===== config.mk =====
export PLATFORM = sky130hd
export DESIGN_NAME = if_branch_predictor_dynamic
export DESIGN_NICKNAME = d
export VERILOG_FILES = /design/src/rtl/if_branch_predictor_dynamic.sv
export SDC_FILE = /design/constraint.sdc
export NUM_CORES = 1
export LEC_CHECK = 0
export ABC_AREA = 1
export CORE_ASPECT_RATIO = 0.7
export CORE_MARGIN = 2
export CORE_UTILIZATION = 51
export DETAILED_ROUTE_END_ITERATION = 8
export PLACE_DENSITY_LB_ADDON = 0.12
export SLEW_MARGIN = 20
export SYNTH_ARGS = -nofsm -noshare
export SYNTH_HDL_FRONTEND = slang
export SYNTH_SLANG_ARGS = --single-unit

===== constraint.sdc =====
create_clock -name clk -period 5.65 [get_ports clk]
set_input_delay 1.695 -clock clk [delete_from_list [all_inputs] [get_ports clk]]
set_output_delay 1.695 -clock clk [all_outputs]
set_load 0.01 [all_outputs]

===== src/rtl/if_branch_predictor_dynamic.sv =====
// Dynamic conditional-branch predictor for the IF stage.
// Holds a PC-indexed table of saturating counters. An in-flight FIFO pairs each
// ID-stage prediction with its later EX-stage outcome. Counters train in program
// order. Mispredicts discard wrong-path entries, and hit/miss statistics are kept.
module if_branch_predictor_dynamic #(
  parameter int PC_WIDTH   = 32,
  parameter int INDEX_BITS = 6,
  parameter int CTR_BITS   = 2,
  parameter int INIT_CTR   = 1,
  parameter int QDEPTH     = 4
) (
  input  logic                       clk,
  input  logic                       reset_n,
  input  logic                       predict_valid,
  input  logic [PC_WIDTH-1:0]        predict_pc,
  output logic                       predict_take,
  output logic                       predict_ready,
  input  logic                       feedback_valid,
  input  logic                       feedback_take,
  output logic                       feedback_mispredict,
  input  logic                       flush,
  output logic [$clog2(QDEPTH):0]    inflight_count,
  output logic [15:0]                hit_count,
  output logic [15:0]                miss_count,
  output logic                       err_overflow,
  output logic                       err_underflow
);

  localparam int ENTRIES = 2 ** INDEX_BITS;
  localparam int PTR_W   = $clog2(QDEPTH);
  localparam int CNT_W   = PTR_W + 1;

  // Prediction table and in-flight queue storage
  logic [CTR_BITS-1:0]   ctr_tab [ENTRIES];
  logic [INDEX_BITS-1:0] q_idx   [QDEPTH];
  logic                  q_pred  [QDEPTH];

  logic [PTR_W-1:0]      head, tail;
  logic [CNT_W-1:0]      count;

  logic [INDEX_BITS-1:0] lookup_idx;
  logic [INDEX_BITS-1:0] head_idx;
  logic                  head_pred;
  logic                  empty, full, pop, push, discard;
  logic                  unused_pc_bits;

  // Counter increment that holds at the all-ones maximum
  function automatic logic [CTR_BITS-1:0] sat_inc_ctr(input logic [CTR_BITS-1:0] c);
    return (c == {CTR_BITS{1'b1}}) ? c : c + CTR_BITS'(1);
  endfunction

  // Counter decrement that holds at zero
  function automatic logic [CTR_BITS-1:0] sat_dec_ctr(input logic [CTR_BITS-1:0] c);
    return (c == '0) ? c : c - CTR_BITS'(1);
  endfunction

  // Statistics increment that holds at 16'hFFFF instead of wrapping
  function automatic logic [15:0] sat_inc_stat(input logic [15:0] s);
    return (s == 16'hFFFF) ? s : s + 16'd1;
  endfunction

  assign lookup_idx     = predict_pc[INDEX_BITS+1:2];
  assign unused_pc_bits = ^{predict_pc[PC_WIDTH-1:INDEX_BITS+2], predict_pc[1:0]};

  // No bypass: a same-cycle update to this index shows up from the next cycle
  assign predict_take = ctr_tab[lookup_idx][CTR_BITS-1];

  assign empty     = (count == '0);
  assign full      = (count == CNT_W'(QDEPTH));
  assign pop       = feedback_valid & ~empty;
  assign head_idx  = q_idx[head];
  assign head_pred = q_pred[head];

  assign feedback_mispredict = pop & (head_pred != feedback_take);
  assign predict_ready       = ~full | pop;

  // Younger entries after a mispredict are wrong-path, so pushes that cycle are dropped too
  assign discard = flush | feedback_mispredict;
  assign push    = predict_valid & predict_ready & ~discard;

  assign inflight_count = count;

  // Queue pointers and occupancy; a discard restarts the queue at slot zero
  always_ff @(posedge clk or negedge reset_n) begin
    if (!reset_n) begin
      head  <= '0;
      tail  <= '0;
      count <= '0;
    end else if (discard) begin
      head  <= '0;
      tail  <= '0;
      count <= '0;
    end else begin
      if (push) tail <= tail + PTR_W'(1);
      if (pop)  head <= head + PTR_W'(1);
      case ({push, pop})
        2'b10:   count <= count + CNT_W'(1);
        2'b01:   count <= count - CNT_W'(1);
        default: count <= count;
      endcase
    end
  end

  // Queue payload writes; slots are only read while occupied, so no reset is needed
  always_ff @(posedge clk) begin
    if (push) begin
      q_idx[tail]  <= lookup_idx;
      q_pred[tail] <= predict_take;
    end
  end

  // Train the head entry's counter with the resolved outcome
  always_ff @(posedge clk or negedge reset_n) begin
    if (!reset_n) begin
      for (int i = 0; i < ENTRIES; i++) ctr_tab[i] <= CTR_BITS'(INIT_CTR);
    end else if (pop) begin
      ctr_tab[head_idx] <= feedback_take ? sat_inc_ctr(ctr_tab[head_idx])
                                         : sat_dec_ctr(ctr_tab[head_idx]);
    end
  end

  // Hit/miss statistics and sticky protocol error flags
  always_ff @(posedge clk or negedge reset_n) begin
    if (!reset_n) begin
      hit_count     <= '0;
      miss_count    <= '0;
      err_overflow  <= 1'b0;
      err_underflow <= 1'b0;
    end else begin
      if (pop && !feedback_mispredict) hit_count  <= sat_inc_stat(hit_count);
      if (feedback_mispredict)         miss_count <= sat_inc_stat(miss_count);
      if (predict_valid && !predict_ready) err_overflow  <= 1'b1;
      if (feedback_valid && empty)         err_underflow <= 1'b1;
    end
  end

endmodule

==> results_dict.tcl <==
set metrics [dict create \
    run_status "completed" \
    die-area_sq_mm 0.0230 \
    finalCriticalPeriod_ns 5.42 \
    clk_pin_slew_worst_paths_ns 0.07 \
    vias_per_cell 5.36 \
    antenna_cells 0 \
    grt_max_degree 91 \
    area_growth_pct 12.0 \
    first_pass_iters 5 \
    clock-sinks 197 \
    num_io_pins 78 \
    drive_above_1_share 0.0919 \
    die_h_microns 128 \
    syn_nets 1603 \
    end_kind "output pin" \
    hold_viol_final 0 \
    yosysWarnings 0 \
    htreeDepth 4 \
    synth_compound_area_frac 0.0465 \
    worstPathArrival_ns 3.72 \
    rows 45 \
    critical_path.max_fanout 10 \
    grt_pass1_wl_microns 51200 \
    drc 0 \
    post_synth.cell_area_avg_sq_um 7.13 \
    setup_violations 0 \
    track_usage 0.284 \
    routedWlPerCell_microns 16.7 \
    reg2regPathDepth 17 \
    pre_cts_slack_ns -0.119 \
    hold_buffers 0 \
    design.core.area_sq_mm 0.0215 \
    synth_common_cells "672 x nand2_1, 169 x inv_1, 156 x nand3_1, 124 x nor2_1, 105 x dfrtp_1" \
    clk_latency_ns 0.45 \
    skew_ns 0.0165 \
    overflow 0 \
    p_leak_nw 6.02 \
    root_buffer "clkbuf_16" \
    ys.flop_type "dfrtp_1" \
    worst-setup-path-type "in -> out" \
    fin_ws_ns 0.232 \
    drtIter0Drc 963 \
    seq_area_frac_synth 0.463 \
    finalMaxSlewViolations 0 \
    gp_congestion 0.926 \
    start_util 0.517 \
    fin_crit_sh 0.959 \
    synth_cell_type_count 46 \
    max-clock-path-buffers 2 \
    syn_inst 1558 \
    synthAdderAreaFrac 0.00855 \
    synth_edf_count 28 \
    syn-cell-area_sq_mm 0.0111 \
    rsz0062_at_grt "no" \
    ys_async_sr_fraction 0.858 \
    tightestPinTransition_ns 0.857 \
    synthMuxAreaShare 0 \
    hpwl_microns 20400 \
    synth-xor-area-share 0.0236 \
    antenna_found_initial 0 \
    cts_buffers 17 \
    cap_violations 0 \
    yosysMostFrequentCell "nand2_1" \
    slew_headroom 0.429 \
    ys_ff_latch 197 \
    synth_top_family_by_area "simple AND/OR/NAND/NOR gates" \
    crit_required_ns 3.95 \
    io_buffers 51 \
    vias 10147 \
    fin_util 0.579 \
    wl_microns 31700 \
    powerDensity_mw_per_mm2 547 \
    setup_tns_ns 0 \
    synth_area_leaders "dfrtp_1 24%, nand2_1 23%, dfstp_2 15%" \
    ir_drop_mv 0.481 \
    start_kind "input port" \
    nets 1642 \
    drt.antenna.violating_nets 0 \
    min_path_type "reg -> reg" \
    p_total_mw 6.81 \
    cts_tree "yes" \
    synth_top_area_frac 0.236 \
    yosys.area_share.simple 0.368 \
    clock.fmax_mhz 185 \
    die-width_microns 180 \
    grt_pass1_vias 9591 \
    min_path_cells 2 \
    yosysTopAreaCell "dfrtp_1" \
]
-- final timing paths --
kind,startpoint,end,slack (ns)
max,predict_pc[4],predict_take,0.23
min,ctr_tab[126],ctr_tab[126],0.47
max reg2reg,head[0],ctr_tab[79],1.58
min reg2reg,ctr_tab[126],ctr_tab[126],0.47
max in group asynchronous,reset_n,ctr_tab[8],3.33
min in group asynchronous,reset_n,hit_count[7],1.31
-- critical path, stage by stage --
cell,delay [ns]
clkdlybuf4s50_1,0.53
clkinv_1,0.08
buf_4,0.18
a21oi_1,0.13
a32o_1,0.16
a21oi_1,0.06
o31ai_1,0.07
o211ai_1,0.13
nand2_2,0.14
clkdlybuf4s50_1,0.55
-- logic make-up (layout without fill, tap and decap cells) --
logic type,count (synthesis),in the layout
buf+inv,235,287
simple gates,999,999
xor+xnor,30,30
compound gates,90,90
flops,197,197
fa+ha+maj,7,7
-- stage by stage --
| stage | hold WS, ns | instances | instance area [sq um] |
|---|---|---|---|
| CTS | 0.468 | 1892 | 12500 |
| global placement | 0.454 | 1860 | 11900 |
| detailed placement | 0.455 | 1860 | 11900 |
| global route | 0.482 | 1892 | 12500 |
| floorplan | 0.447 | 1558 | 11100 |
| finish | 0.465 | 1892 | 12500 |
-- registers in the layout, summed over array words and instances, names as in the netlist --
name,cells
ctr_tab,128
err_overflow,1
err_underflow,1
head,2
hit_count,16
inflight_count,3
miss_count,16
q_idx,24
q_pred,4
tail,2
-- final cells by class --
class                           instances  area [sq um]
Fill cell                            2032          9060
Sequential cell                       197          5150
Multi-Input combinational cell       1126          4970
Timing Repair Buffer                   81           777
Inverter                              174           653
Clock buffer                           18           429
Tap cell                              282           353
Clock inverter                         14           115
-- power by group --
part / internal (mW) / switching [mW] / total (mW)
registers: 2.00 / 0.385 / 2.39
clock network: 0.574 / 0.589 / 1.16
logic: 0.900 / 2.36 / 3.26
-- placed cells by master, fill, tap and decap left out, drive strengths merged, types with 9 or more instances in the layout --
cell and count:
a21oi 25, buf 31, clkbuf 18, clkdlybuf4s50 48
dfrtp 105, dfstp 64, edfxtp 28, inv 179
nand2 679, nand3 158, nor2 125, nor3 20
o21ai 40, o22ai 9, xnor2 16, xor2 14
-- metal layers --
layer / vias up / GRT usage / wire (microns)
met1: 4793 / 0.418 / 14900
met4: 0 / 0.0764 / 449
met5: - / 0 / 0
met2: 402 / 0.421 / 13500
li1: 4911 / - / -
met3: 41 / 0.0676 / 2820
-- timing repair --
item / in CTS / in global routing
setup endpoints to repair: 1 / 1
resized for setup: 6 / 1
pin swaps: 0 / 1
buffers inserted: 0 / 0
cloned: 0 / 0
(Power assumes the default switching activity.)
